`config.mk`:
```
export PLATFORM = sky130hd
export DESIGN_NAME = dpwm_loop_sequencer_flat
export DESIGN_NICKNAME = d
export VERILOG_FILES = /design/src/rtl/dpwm_loop_sequencer_if.sv /design/src/rtl/dpwm_loop_sequencer.sv /design/src/flat_wrapper.sv
export SDC_FILE = /design/constraint.sdc
export NUM_CORES = 1
export LEC_CHECK = 0
export ABC_AREA = 1
export CORE_UTILIZATION = 40
export CTS_CLUSTER_SIZE = 25
export DETAILED_ROUTE_END_ITERATION = 7
export PLACE_DENSITY = 0.63
export REMOVE_ABC_BUFFERS = 1
export SETUP_SLACK_MARGIN = 0.2
export SYNTH_ARGS = -nofsm -noshare
export SYNTH_HDL_FRONTEND = slang
export SYNTH_SLANG_ARGS = --single-unit
```
`constraint.sdc`:
```
create_clock -name i_clk -period 3.3 [get_ports i_clk]
set_input_delay 0.33 -clock i_clk [delete_from_list [all_inputs] [get_ports i_clk]]
set_output_delay 0.33 -clock i_clk [all_outputs]
set_load 0.02 [all_outputs]
```
`src/rtl/dpwm_loop_sequencer_if.sv`:
```
// Purpose : Bundles the loop sequencer's control, ADC handshake, encoder
//           and DPWM duty signals into one interface.
// Signals : enable, period_start, adc_done, err_code[3:0], clr_flags
//           (towards the sequencer); adc_start, duty[DUTY_W-1:0],
//           duty_load, adc_timeout, overrun (from the sequencer).
// Modports: master - drives the sequencer inputs (DPWM/ADC/encoder side)
//           slave  - the sequencer itself
interface dpwm_loop_sequencer_if #(
    parameter int DUTY_W = 8
);
    logic              enable;
    logic              period_start;
    logic              adc_done;
    logic [3:0]        err_code;
    logic              clr_flags;
    logic              adc_start;
    logic [DUTY_W-1:0] duty;
    logic              duty_load;
    logic              adc_timeout;
    logic              overrun;

    modport master (
        output enable, period_start, adc_done, err_code, clr_flags,
        input  adc_start, duty, duty_load, adc_timeout, overrun
    );

    modport slave (
        input  enable, period_start, adc_done, err_code, clr_flags,
        output adc_start, duty, duty_load, adc_timeout, overrun
    );
endinterface

```
`src/rtl/dpwm_loop_sequencer.sv`:
```
// Purpose : Per-switching-period sequencer for the digital voltage loop.
//           Times the ADC trigger after each DPWM period boundary, waits for
//           the conversion, integrates the encoder error into a clamped duty
//           command and hands it to the DPWM on the next boundary.
// Ports   : i_clk    - system clock
//           i_rst_n  - asynchronous active-low reset
//           io_bus   - dpwm_loop_sequencer_if.slave (enable, period_start,
//                      adc_done, err_code, clr_flags in; adc_start, duty,
//                      duty_load, adc_timeout, overrun out)
//
// state  | meaning
// -------+-----------------------------------------------------------
// IDLE   | loop parked, waiting for enable & period_start
// DELAY  | counting SAMPLE_DLY cycles from the period boundary
// TRIG   | adc_start high for this single cycle
// WAIT   | waiting for adc_done, bounded by ADC_TIMEOUT
// SETTLE | one cycle for the encoder output register
// CALC   | integrate err_code into duty_cmd with clamping
// HOLD   | duty_cmd ready, loaded to the DPWM on period_start
module dpwm_loop_sequencer #(
    parameter int DUTY_W      = 8,
    parameter int DUTY_INIT   = 128,
    parameter int DUTY_MIN    = 16,
    parameter int DUTY_MAX    = 232,
    parameter int KI_SHIFT    = 0,
    parameter int SAMPLE_DLY  = 4,
    parameter int ADC_TIMEOUT = 64
) (
    input  logic                  i_clk,
    input  logic                  i_rst_n,
    dpwm_loop_sequencer_if.slave  io_bus
);
    localparam int SUM_W   = DUTY_W + 2;
    localparam int CNT_MAX = (SAMPLE_DLY > ADC_TIMEOUT) ? SAMPLE_DLY : ADC_TIMEOUT;
    localparam int CNT_W   = $clog2(CNT_MAX + 1);

    // Down-counters are loaded with N-1 so the terminal count (zero) is the
    // Nth cycle spent in the state.
    localparam logic [CNT_W-1:0] DLY_LOAD = CNT_W'(SAMPLE_DLY - 1);
    localparam logic [CNT_W-1:0] TMO_LOAD = CNT_W'(ADC_TIMEOUT - 1);

    localparam logic signed [SUM_W-1:0] C_MIN = SUM_W'(DUTY_MIN);
    localparam logic signed [SUM_W-1:0] C_MAX = SUM_W'(DUTY_MAX);

    typedef enum logic [2:0] {
        S_IDLE, S_DELAY, S_TRIG, S_WAIT, S_SETTLE, S_CALC, S_HOLD
    } state_t;

    state_t              r_state;
    logic [CNT_W-1:0]    r_cnt;
    logic [DUTY_W-1:0]   r_duty;
    logic [DUTY_W-1:0]   r_duty_cmd;
    logic                r_adc_start;
    logic                r_duty_load;
    logic                r_adc_timeout;
    logic                r_overrun;

    logic signed [SUM_W-1:0] w_err_ext;
    logic signed [SUM_W-1:0] w_sum;
    logic [DUTY_W-1:0]       w_duty_next;
    logic                    w_busy;

    // Integration is done two bits wider than the duty so both an underflow
    // below zero and an overflow past full scale are seen by the clamp.
    always_comb begin
        w_err_ext   = {{(SUM_W-4){io_bus.err_code[3]}}, io_bus.err_code};
        w_sum       = $signed({2'b00, r_duty_cmd}) + (w_err_ext <<< KI_SHIFT);
        w_duty_next = w_sum[DUTY_W-1:0];
        if (w_sum < C_MIN) begin
            w_duty_next = DUTY_W'(DUTY_MIN);
        end else if (w_sum > C_MAX) begin
            w_duty_next = DUTY_W'(DUTY_MAX);
        end
    end

    // A boundary arriving before HOLD (including the CALC cycle) is an overrun.
    assign w_busy = (r_state == S_DELAY) || (r_state == S_TRIG) ||
                    (r_state == S_WAIT)  || (r_state == S_SETTLE) ||
                    (r_state == S_CALC);

    always_ff @(posedge i_clk or negedge i_rst_n) begin
        if (!i_rst_n) begin
            r_state       <= S_IDLE;
            r_cnt         <= '0;
            r_duty        <= DUTY_W'(DUTY_INIT);
            r_duty_cmd    <= DUTY_W'(DUTY_INIT);
            r_adc_start   <= 1'b0;
            r_duty_load   <= 1'b0;
            r_adc_timeout <= 1'b0;
            r_overrun     <= 1'b0;
        end else begin
            r_adc_start <= 1'b0;
            r_duty_load <= 1'b0;

            // Clear first; any set below overrides it in the same cycle.
            if (io_bus.clr_flags) begin
                r_adc_timeout <= 1'b0;
                r_overrun     <= 1'b0;
            end

            if (!io_bus.enable) begin
                // In-flight sample is dropped; duty and duty_cmd keep their value.
                r_state <= S_IDLE;
            end else begin
                if (io_bus.period_start && w_busy) begin
                    r_overrun <= 1'b1;
                end

                case (r_state)
                    S_IDLE: begin
                        if (io_bus.period_start) begin
                            r_state <= S_DELAY;
                            r_cnt   <= DLY_LOAD;
                        end
                    end
                    S_DELAY: begin
                        if (r_cnt == '0) begin
                            r_state     <= S_TRIG;
                            r_adc_start <= 1'b1;
                        end else begin
                            r_cnt <= r_cnt - 1'b1;
                        end
                    end
                    S_TRIG: begin
                        r_state <= S_WAIT;
                        r_cnt   <= TMO_LOAD;
                    end
                    S_WAIT: begin
                        if (io_bus.adc_done) begin
                            r_state <= S_SETTLE;
                        end else if (r_cnt == '0) begin
                            r_adc_timeout <= 1'b1;
                            r_state       <= S_IDLE;
                        end else begin
                            r_cnt <= r_cnt - 1'b1;
                        end
                    end
                    S_SETTLE: begin
                        r_state <= S_CALC;
                    end
                    S_CALC: begin
                        r_duty_cmd <= w_duty_next;
                        r_state    <= S_HOLD;
                    end
                    S_HOLD: begin
                        if (io_bus.period_start) begin
                            r_duty      <= r_duty_cmd;
                            r_duty_load <= 1'b1;
                            r_state     <= S_DELAY;
                            r_cnt       <= DLY_LOAD;
                        end
                    end
                    default: begin
                        r_state <= S_IDLE;
                    end
                endcase
            end
        end
    end

    assign io_bus.adc_start   = r_adc_start;
    assign io_bus.duty        = r_duty;
    assign io_bus.duty_load   = r_duty_load;
    assign io_bus.adc_timeout = r_adc_timeout;
    assign io_bus.overrun     = r_overrun;
endmodule

```
`src/flat_wrapper.sv`:
```
// flat-port wrapper written by rule: the top's interface ports become plain ports
module dpwm_loop_sequencer_flat 
#(
    parameter int DUTY_W      = 8,
    parameter int DUTY_INIT   = 128,
    parameter int DUTY_MIN    = 16,
    parameter int DUTY_MAX    = 232,
    parameter int KI_SHIFT    = 0,
    parameter int SAMPLE_DLY  = 4,
    parameter int ADC_TIMEOUT = 64
)
  (i_clk, i_rst_n, io_bus_enable, io_bus_period_start, io_bus_adc_done, io_bus_err_code, io_bus_clr_flags, io_bus_adc_start, io_bus_duty, io_bus_duty_load, io_bus_adc_timeout, io_bus_overrun);
  dpwm_loop_sequencer_if #(.DUTY_W(DUTY_W)) io_bus_i ();
  input  logic i_clk;
  input  logic i_rst_n;
  input wire logic [$bits(io_bus_i.enable)-1:0] io_bus_enable;
  input wire logic [$bits(io_bus_i.period_start)-1:0] io_bus_period_start;
  input wire logic [$bits(io_bus_i.adc_done)-1:0] io_bus_adc_done;
  input wire logic [$bits(io_bus_i.err_code)-1:0] io_bus_err_code;
  input wire logic [$bits(io_bus_i.clr_flags)-1:0] io_bus_clr_flags;
  output wire logic [$bits(io_bus_i.adc_start)-1:0] io_bus_adc_start;
  output wire logic [$bits(io_bus_i.duty)-1:0] io_bus_duty;
  output wire logic [$bits(io_bus_i.duty_load)-1:0] io_bus_duty_load;
  output wire logic [$bits(io_bus_i.adc_timeout)-1:0] io_bus_adc_timeout;
  output wire logic [$bits(io_bus_i.overrun)-1:0] io_bus_overrun;
  assign io_bus_i.enable = io_bus_enable;
  assign io_bus_i.period_start = io_bus_period_start;
  assign io_bus_i.adc_done = io_bus_adc_done;
  assign io_bus_i.err_code = io_bus_err_code;
  assign io_bus_i.clr_flags = io_bus_clr_flags;
  assign io_bus_adc_start = io_bus_i.adc_start;
  assign io_bus_duty = io_bus_i.duty;
  assign io_bus_duty_load = io_bus_i.duty_load;
  assign io_bus_adc_timeout = io_bus_i.adc_timeout;
  assign io_bus_overrun = io_bus_i.overrun;
  dpwm_loop_sequencer #(.DUTY_W(DUTY_W), .DUTY_INIT(DUTY_INIT), .DUTY_MIN(DUTY_MIN), .DUTY_MAX(DUTY_MAX), .KI_SHIFT(KI_SHIFT), .SAMPLE_DLY(SAMPLE_DLY), .ADC_TIMEOUT(ADC_TIMEOUT)) u_core (.i_clk(i_clk), .i_rst_n(i_rst_n), .io_bus(io_bus_i));
endmodule
```
==> results.json <==
{
  "status": "finished clean",
  "pin_count": 22,
  "hold_violations": 0,
  "start_util": 0.416,
  "rsz0062_at_grt": "no",
  "cts_buffers": 5,
  "hold_class": "register to register",
  "cp_cell_sequence": "clkdlybuf4s50_1 -> ha_1 -> nand2_1 -> nand2_1 -> inv_1 -> nand3_2 -> a21boi_1 -> nand2_1 -> nand2_1 -> nand2_1 -> a21oi_4 -> nand3_1 -> nand2_1",
  "cp_slowest_cell": "clkdlybuf4s50_1",
  "critPathBufInv": 2,
  "cap_violations": 0,
  "cp.required_ns": 3.51,
  "cp.arrival_ns": 2.58,
  "p_leak_nw": 1.24,
  "dp_slack_ns": 0.656,
  "skew_ns": 0.00394,
  "clkTransAtPathRegs_ns": 0.06,
  "drt_wl_total_mm": 4.10,
  "root_buffer": "clkbuf_8",
  "seq_area_um2": 753,
  "fillers": 467,
  "crit_fanout": 9,
  "cpMostUsedCell": "nand2_1",
  "grt_util_all_layers": 0.175,
  "ctsHoldBuffers": 0,
  "cts_sinks": 30,
  "firstDrtPassIters": 5,
  "cts.htree.levels": 2,
  "cts_tree": "done",
  "antenna_found_initial": 0,
  "r2r_setup_slack_ns": 1.10,
  "worstSetupPathType": "input pin to register",
  "synth-seq-area-share": 0.383,
  "drtIter0Drc": 61,
  "die_w_um": 72.1,
  "tns_ns": 0,
  "ir_drop_v": 0.000384,
  "syn_avg_cell_area_um2": 7.59,
  "cts_buffer_depth": 2,
  "coreArea_um2": 4720,
  "num_vias": 1693,
  "hold_slack_ns": 0.493,
  "path_delay_family": "simple AND/OR/NAND/NOR gates",
  "cp-start-kind": "input pin",
  "worstSetupEndpointType": "register",
  "power_mw": 1.83,
  "final_cell_mix": "nand2_1 (75), inv_1 (36), dfrtp_1 (28)",
  "dp_hpwl_mm": 3.15,
  "min_period_ns": 2.37,
  "gp_congestion": 0.914,
  "maxSlewHeadroom": 0.409,
  "post_synth_inst_count": 259,
  "diodes": 0,
  "gr-total-overflow": 0,
  "fp-row-count": 25,
  "cts_resized": 0,
  "max_slew.worst_pin.slew_ns": 0.883,
  "first_global_vias": 1564,
  "detail-route-antenna-nets": 0,
  "portBuffers": 21,
  "drcViolationCount": 0,
  "final_common_cell": "nand2_1",
  "drive_gt1_frac": 0.101,
  "vias_per_cell": 4.77,
  "period_share": 0.720,
  "die-area_um2": 5200,
  "syn-cell-area_um2": 1970,
  "final_nets": 310,
  "grt_pass1_wl_mm": 7.09,
  "setup_viol": 0,
  "yosysUniqueCellTypes": 36,
  "insertion_delay_ns": 0.27,
  "yosysWarnings": 0,
  "grt_max_degree": 20,
  "fmax_ghz": 0.421,
  "postCtsSetupBuffers": 0,
  "slowest_delay_ns": 0.57,
  "slew_violations": 0,
  "die_h_um": 72.1,
  "wire_per_inst_um": 11.5,
  "pwr_density_cell_nw_per_um2": 780,
  "multi_input_comb_area_um2": 1060,
  "synth-seq-cells": 30,
  "fin_ws_ns": 0.925,
  "area_growth_syn_to_layout_pct": 19.4
}
[report_power, final]
part,switching [mW],internal (mW)
Clock,0.125,0.145
Sequential,0.112,0.491
Combinational,0.598,0.359
[state kept, by name, summed over array words and instances, names as in the netlist]
signal	count
u_core.io_bus.adc_start	1
u_core.io_bus.adc_timeout	1
u_core.io_bus.duty	8
u_core.io_bus.duty_load	1
u_core.io_bus.overrun	1
u_core.r_cnt	7
u_core.r_duty_cmd	8
u_core.r_state	3
[through the flow]
| stage | cells | util | instance area (um^2) |
|---|---|---|---|
| 2_1_floorplan | 258 | - | 1960 |
| 3_3_place_gp | 348 | 0.481 | 2270 |
| 3_5_place_dp | 348 | 0.481 | 2270 |
| 4_1_cts | 355 | 0.497 | 2350 |
| 5_1_grt | 355 | 0.497 | 2350 |
| 6_report | 355 | 0.497 | 2350 |
[layer usage]
layer  GRT usage  vias to the layer above  wire length (um)  share of wire
met4      0.0479                        0                30         0.0073
met3      0.0403                        2               158          0.039
met2       0.255                       32              1750           0.43
met5           0                        -                 0              0
li1            -                      889                 -              -
met1       0.259                      770              2160           0.53
[worst register-to-register path, stage by stage (launching register included)]
cell and delay, ns:
dfrtp_1 0.40, ha_1 0.23, fa_1 0.40, nand2_1 0.09, nand3_1 0.10, nand3_1 0.12
nand3_1 0.08, nand2_1 0.12, nand3_1 0.08, nor2_1 0.19, a21oi_4 0.12, nand2_1 0.07
o21ai_0 0.07
[cell families (layout without fill, tap and decap cells)]
group,after synthesis,in the layout,synth area share
and+or+nand+nor,133,133,0.299
xor gates and xnor gates,4,4,0.0178
AOI/OAI and AO/OA,34,34,0.108
adders and majority gates,12,12,0.0802
muxes,6,6,0.0344
buffers and inverters,40,69,0.0777
DFF,30,30,0.383
[cell type report]
class,count,share of cell area
multi-input combinational,189,0.452
sequential,30,0.321
timing repair buffer,23,0.0960
inverter,39,0.0629
tap,67,0.0357
clock buffer,7,0.0325
[synthesized netlist by cell type (all sizes together)]
library cell,n,area (um^2)
nand2,78,300
inv,38,143
dfrtp,28,701
nor2,24,103
nand3,23,130
a21oi,13,76.3
ha,11,138
o21ai,9,45.0
mux2,6,67.6
nand4,3,18.8
a21boi,2,15.0
a21o,2,15.0
a31oi,2,12.5
dfstp,2,52.6
nor4,2,12.5
o31ai,2,15.0
xnor2,2,17.5
xor2,2,17.5
a22oi,1,7.51
a32o,1,10.0
buf,1,5.00
clkinv,1,5.00
fa,1,20.0
nor2b,1,6.26
nor3,1,5.00
nor3b,1,12.5
o211ai,1,7.51
o21bai,1,7.51
[final timing paths]
path,end,startpoint,depth (start not counted)
worst min-delay path,u_core.r_duty_cmd[7],u_core.r_duty_cmd[7],2
min in group asynchronous,u_core.r_cnt[5],i_rst_n,1
worst max-delay path,u_core.r_duty_cmd[0],io_bus_err_code[3],13
worst min register to register,u_core.r_duty_cmd[7],u_core.r_duty_cmd[7],2
max in group asynchronous,u_core.r_duty_cmd[4],i_rst_n,2
worst max register to register,u_core.r_duty_cmd[6],u_core.r_duty_cmd[0],12
Power figures use the tool's default switching activity.
==> variant 1: new RTL, same flow settings <==
Re-encode `state_t` (7 states) as one-hot, 7 bits wide.
--- a/src/rtl/dpwm_loop_sequencer.sv
+++ b/src/rtl/dpwm_loop_sequencer.sv
@@ -42,8 +42,8 @@
     localparam logic signed [SUM_W-1:0] C_MIN = SUM_W'(DUTY_MIN);
     localparam logic signed [SUM_W-1:0] C_MAX = SUM_W'(DUTY_MAX);
 
-    typedef enum logic [2:0] {
-        S_IDLE, S_DELAY, S_TRIG, S_WAIT, S_SETTLE, S_CALC, S_HOLD
+    typedef enum logic [6:0] {
+        S_IDLE = 7'b0000001, S_DELAY = 7'b0000010, S_TRIG = 7'b0000100, S_WAIT = 7'b0001000, S_SETTLE = 7'b0010000, S_CALC = 7'b0100000, S_HOLD = 7'b1000000
     } state_t;
 
     state_t              r_state;
Function: same outputs for any inputs over 10 cycles, from zero or initial values and one cycle with i_rst_n low; not proved beyond that.
==> variant 1 against the original RTL <==
  * Count of clock-buffer cells in the layout did not move
  * Non-clock buffer count fell by 1
  * Sequential share of layout area rose by 0.34 points
  * Synthesized area rose by 14%
  * Critical path depth did not move
  * Worst setup slack got worse by 0.091 ns
  * Core utilization rose by 0.62 points
  * Cell area rose by 12%
  * Sequential cell count rose by 4
  * Routed wire length rose by 15%
  * Via count rose by 14%
  * Maximum frequency fell by 3.7%
Power is not compared: it rests on default switching activity, and its combinational part moved more than twofold at a synthesized area within 25%.
==> variant 1: results (changes against the original RTL) <==
FF-to-FF Start: u_core.r_duty_cmd[0]$_DFFE_PN0P_
WL/cell: 11.7 um (+1.1%)
RR Endpoint: u_core.r_duty_cmd[3]$_DFFE_PN0P_
outcome: finished, final reports clean
Worst Hold Slack: 0.439 ns (-0.0545 ns)
CP Max Fanout: 10 (+1)
largest net degree at the start of global routing: 35 (+75%)
Synth top cells by count: nand2_1, inv_1, dfrtp_1
final clock skew: 0.0108 ns (+0.00682 ns)
R2R depth: 14 (+2)
area taken by flip-flops and latches: 855 um^2 (+13%)
top cells by area, synth: dfrtp_1, nand2_1, inv_1, ha_1, nand3_1
Post-Place Cells: 394 (+13%)
dpl hpwl: 3620 um (+15%)
cells after synthesis: 303 (+17%)
worst path arrival time: 2.70 ns (+0.12 ns)
# nets final: 353 (+14%)
share of cells above drive strength 1: 11.7% (+1.7 points)
GRT Overall Usage: 18.0% (+0.56 points)
# fillers: 512 (+9.6%)
fin cells: 402 (+13%)
reg2reg setup slack: 0.98 ns (-0.12 ns)
Async SR Flop Fraction: 100% (unchanged)
clk_lat worst skew: 0.29 ns (+0.02 ns)
Worst Max-Slew Pin Slew: 0.519 ns (-0.364 ns)
1st-iter DRT viols: 98 (+61%)
YS warnings: 0 (unchanged)
Slowest Stage Delay on Critical Path: 0.70 ns (+0.13 ns)
Hold WC Path Type: in2async
Leak: 0.00135 uW
Setup WS pre-CTS: 0.563 ns (-0.0938 ns)
sequential area share after synthesis: 38.1% (-0.21 points)
vias per inst: 4.81 (+0.93%)
Worst-path clk slew: 0.08 ns (+0.02 ns)
first-pass GRT wire length: 8470 um (+19%)
DRT Pass-1 Iters: 4 (-1)
Final GP Congestion: 0.852 (-6.7%)
vias in the first global route: 1871 (+20%)
placed inst area: 2540 um^2 (+12%)
variant 1: changes by cell type after synthesis, sizes merged, moves of 4 or more:
cell / delta
nand2: +29
inv: +11
o21ai: +11
a21oi: -8
mux2: -6
nand3: +4
variant 1: final cells by class:
cell class                      count  share of cell area (%)
Multi-Input combinational cell    218                    45.4
Clock inverter                      1                   0.190
Clock buffer                        7                    3.28
Timing Repair Buffer               22                    8.27
Inverter                           50                    7.13
Tap cell                           70                    3.33
Sequential cell                    34                    32.4
variant 1: critical path: cells and delay by family:
kind | cells | cell delay, ns
AOI/OAI and AO/OA | 2 | 0.41
buffers and inverters | 2 | 0.76
adders and majority gates | 1 | 0.35
and+or+nand+nor | 8 | 0.85
variant 1: worst max-delay path by stage:
stage | to | slack (ns) | depth (start not counted)
floorplan | u_core.r_duty_cmd[3]$_DFFE_PN0P_ | 1.27 | 14
global placement | u_core.r_duty_cmd[1]$_DFFE_PN0P_ | 0.58 | 13
detailed placement | u_core.r_duty_cmd[1]$_DFFE_PN0P_ | 0.56 | 13
CTS | u_core.r_duty_cmd[1]$_DFFE_PN0P_ | 0.85 | 13
global route | u_core.r_duty_cmd[2]$_DFFE_PN0P_ | 0.62 | 14
finish | u_core.r_duty_cmd[1]$_DFFE_PN0P_ | 0.83 | 13
variant 1: kinds of logic after synthesis:
family	after synthesis	share of synthesized area (%)
flip-flops	34	38.1
buffers and inverters	51	8.59
adder cells (fa/ha/maj)	12	7.03
XOR/XNOR	5	1.95
AND/OR/NAND/NOR	169	35.2
AO/OA/AOI/OAI	32	9.15
variant 1: layer usage:
layer | up-vias | part of all wire (%) | global-route usage [%]
li1 | 1019 | - | -
met1 | 888 | 52 | 25.3
met2 | 23 | 44 | 27.7
met3 | 5 | 3.3 | 3.21
met4 | 0 | 0.96 | 6.35
met5 | - | 0 | 0
==> variant 2: new RTL, same flow settings <==
Made on the original files. `DUTY_W` is set to 8 in 3 places; all go to 12.
--- a/src/rtl/dpwm_loop_sequencer_if.sv
+++ b/src/rtl/dpwm_loop_sequencer_if.sv
@@ -6,7 +6,7 @@
 // Modports: master - drives the sequencer inputs (DPWM/ADC/encoder side)
 //           slave  - the sequencer itself
 interface dpwm_loop_sequencer_if #(
-    parameter int DUTY_W = 8
+    parameter int DUTY_W = 12
 );
     logic              enable;
     logic              period_start;
--- a/src/rtl/dpwm_loop_sequencer.sv
+++ b/src/rtl/dpwm_loop_sequencer.sv
@@ -18,7 +18,7 @@
 // CALC   | integrate err_code into duty_cmd with clamping
 // HOLD   | duty_cmd ready, loaded to the DPWM on period_start
 module dpwm_loop_sequencer #(
-    parameter int DUTY_W      = 8,
+    parameter int DUTY_W      = 12,
     parameter int DUTY_INIT   = 128,
     parameter int DUTY_MIN    = 16,
     parameter int DUTY_MAX    = 232,
--- a/src/flat_wrapper.sv
+++ b/src/flat_wrapper.sv
@@ -1,7 +1,7 @@
 // flat-port wrapper written by rule: the top's interface ports become plain ports
 module dpwm_loop_sequencer_flat 
 #(
-    parameter int DUTY_W      = 8,
+    parameter int DUTY_W      = 12,
     parameter int DUTY_INIT   = 128,
     parameter int DUTY_MIN    = 16,
     parameter int DUTY_MAX    = 232,
Interface: changed (resized io_bus_duty); port bits go from 22 to 26. The function was not compared with the original's and may differ.
==> variant 2 against the original RTL <==
  * Routed wire length rose by 36%
  * Critical path depth down 1
  * Cell area increased by 31%
  * Largest power group unchanged
  * Count of clock-buffer cells in the layout shrank 2
  * Worst setup slack lost 0.25 ns
  * Sequential cell count up 8
  * Highest routed layer unchanged
  * Synthesized area grew 35%
  * Power increased by 46%
==> variant 2: results (changes against the original RTL) <==
met3 Use GR: 2.47% (-1.6 points)
reg2reg setup slack: 0.81 ns (-0.29 ns)
met1 Use GR: 24.6% (-1.3 points)
WL/cell: 11.8 um (+2.6%)
Worst slew margin: 44.9% (+4.0 points)
top cells by area, synth: dfrtp_1, nand2_1, inv_1, ha_1, nand3_1
# fillers: 637 (+36%)
Max IR drop VDD: 0.397 mV (+3.3%)
final clock skew: 0.00791 ns (+0.00397 ns)
Clk Tree Root Cell: clkbuf_8
Final GP Congestion: 0.910 (-0.42%)
M1 wire length: 2770 um (+28%)
sequential area share after synthesis: 35.9% (-2.4 points)
DRT Pass-1 Iters: 4 (-1)
first-pass GRT wire length: 9930 um (+40%)
met2 WL: 2600 um (+49%)
vias in the first global route: 2160 (+38%)
# nets final: 417 (+35%)
via count: 2283 (+35%)
dpl hpwl: 4380 um (+39%)
Hold WC Path Type: in2async
metal3 WL: 103 um (-35%)
Critical path destination: u_core.r_duty_cmd[2]$_DFFE_PN0P_
area taken by flip-flops and latches: 953 um^2 (+27%)
clk_lat worst skew: 0.29 ns (+0.02 ns)
largest net degree at the start of global routing: 39 (+95%)
FF-to-FF Start: u_core.r_duty_cmd[0]$_DFFE_PN0P_
GRT Overall Usage: 17.6% (+0.11 points)
Leak: 0.00165 uW (+33%)
CP Max Fanout: 12 (+3)
GR Layer Usage met2: 28.3% (+2.8 points)
1st-iter DRT viols: 78 (+28%)
Synth top cells by count: nand2_1, inv_1, dfrtp_1
outcome: finished, final reports clean
Slowest Stage Delay on Critical Path: 0.68 ns (+0.11 ns)
variant 2: per-stage QoR:
stage	cell area (um^2)	cells	hold WS [ns]
floorplan	2630	358	0.0344
global placement	2980	461	0.480
detailed placement	2980	461	0.480
CTS	3080	469	0.164
global route	3080	469	0.231
finish	3080	469	0.142
variant 2: layout make-up:
type                            count  area share (%)
Inverter                           65            7.91
Multi-Input combinational cell    255            46.3
Clock inverter                      3            1.30
Clock buffer                        5            2.23
Sequential cell                    38            30.9
Timing Repair Buffer               26            8.19
Tap cell                           77            3.12
variant 2: cell families (layout without fill, tap and decap cells):
kind of cell,Yosys count,after routing,share of synthesized area (%)
compound gates,37,37,8.15
mux,6,6,2.54
simple gates,189,189,33.0
buf+inv,69,99,10.3
flops,38,38,35.9
fa+ha+maj,16,16,7.82
xor+xnor,7,7,2.31
variant 2: power breakdown:
group	switching [uW]	internal, uW	leakage [uW]
Sequential	130	626	0.000482
Clock	159	222	0.0000579
Combinational	969	563	0.00111
Total	1260	1410	0.00165
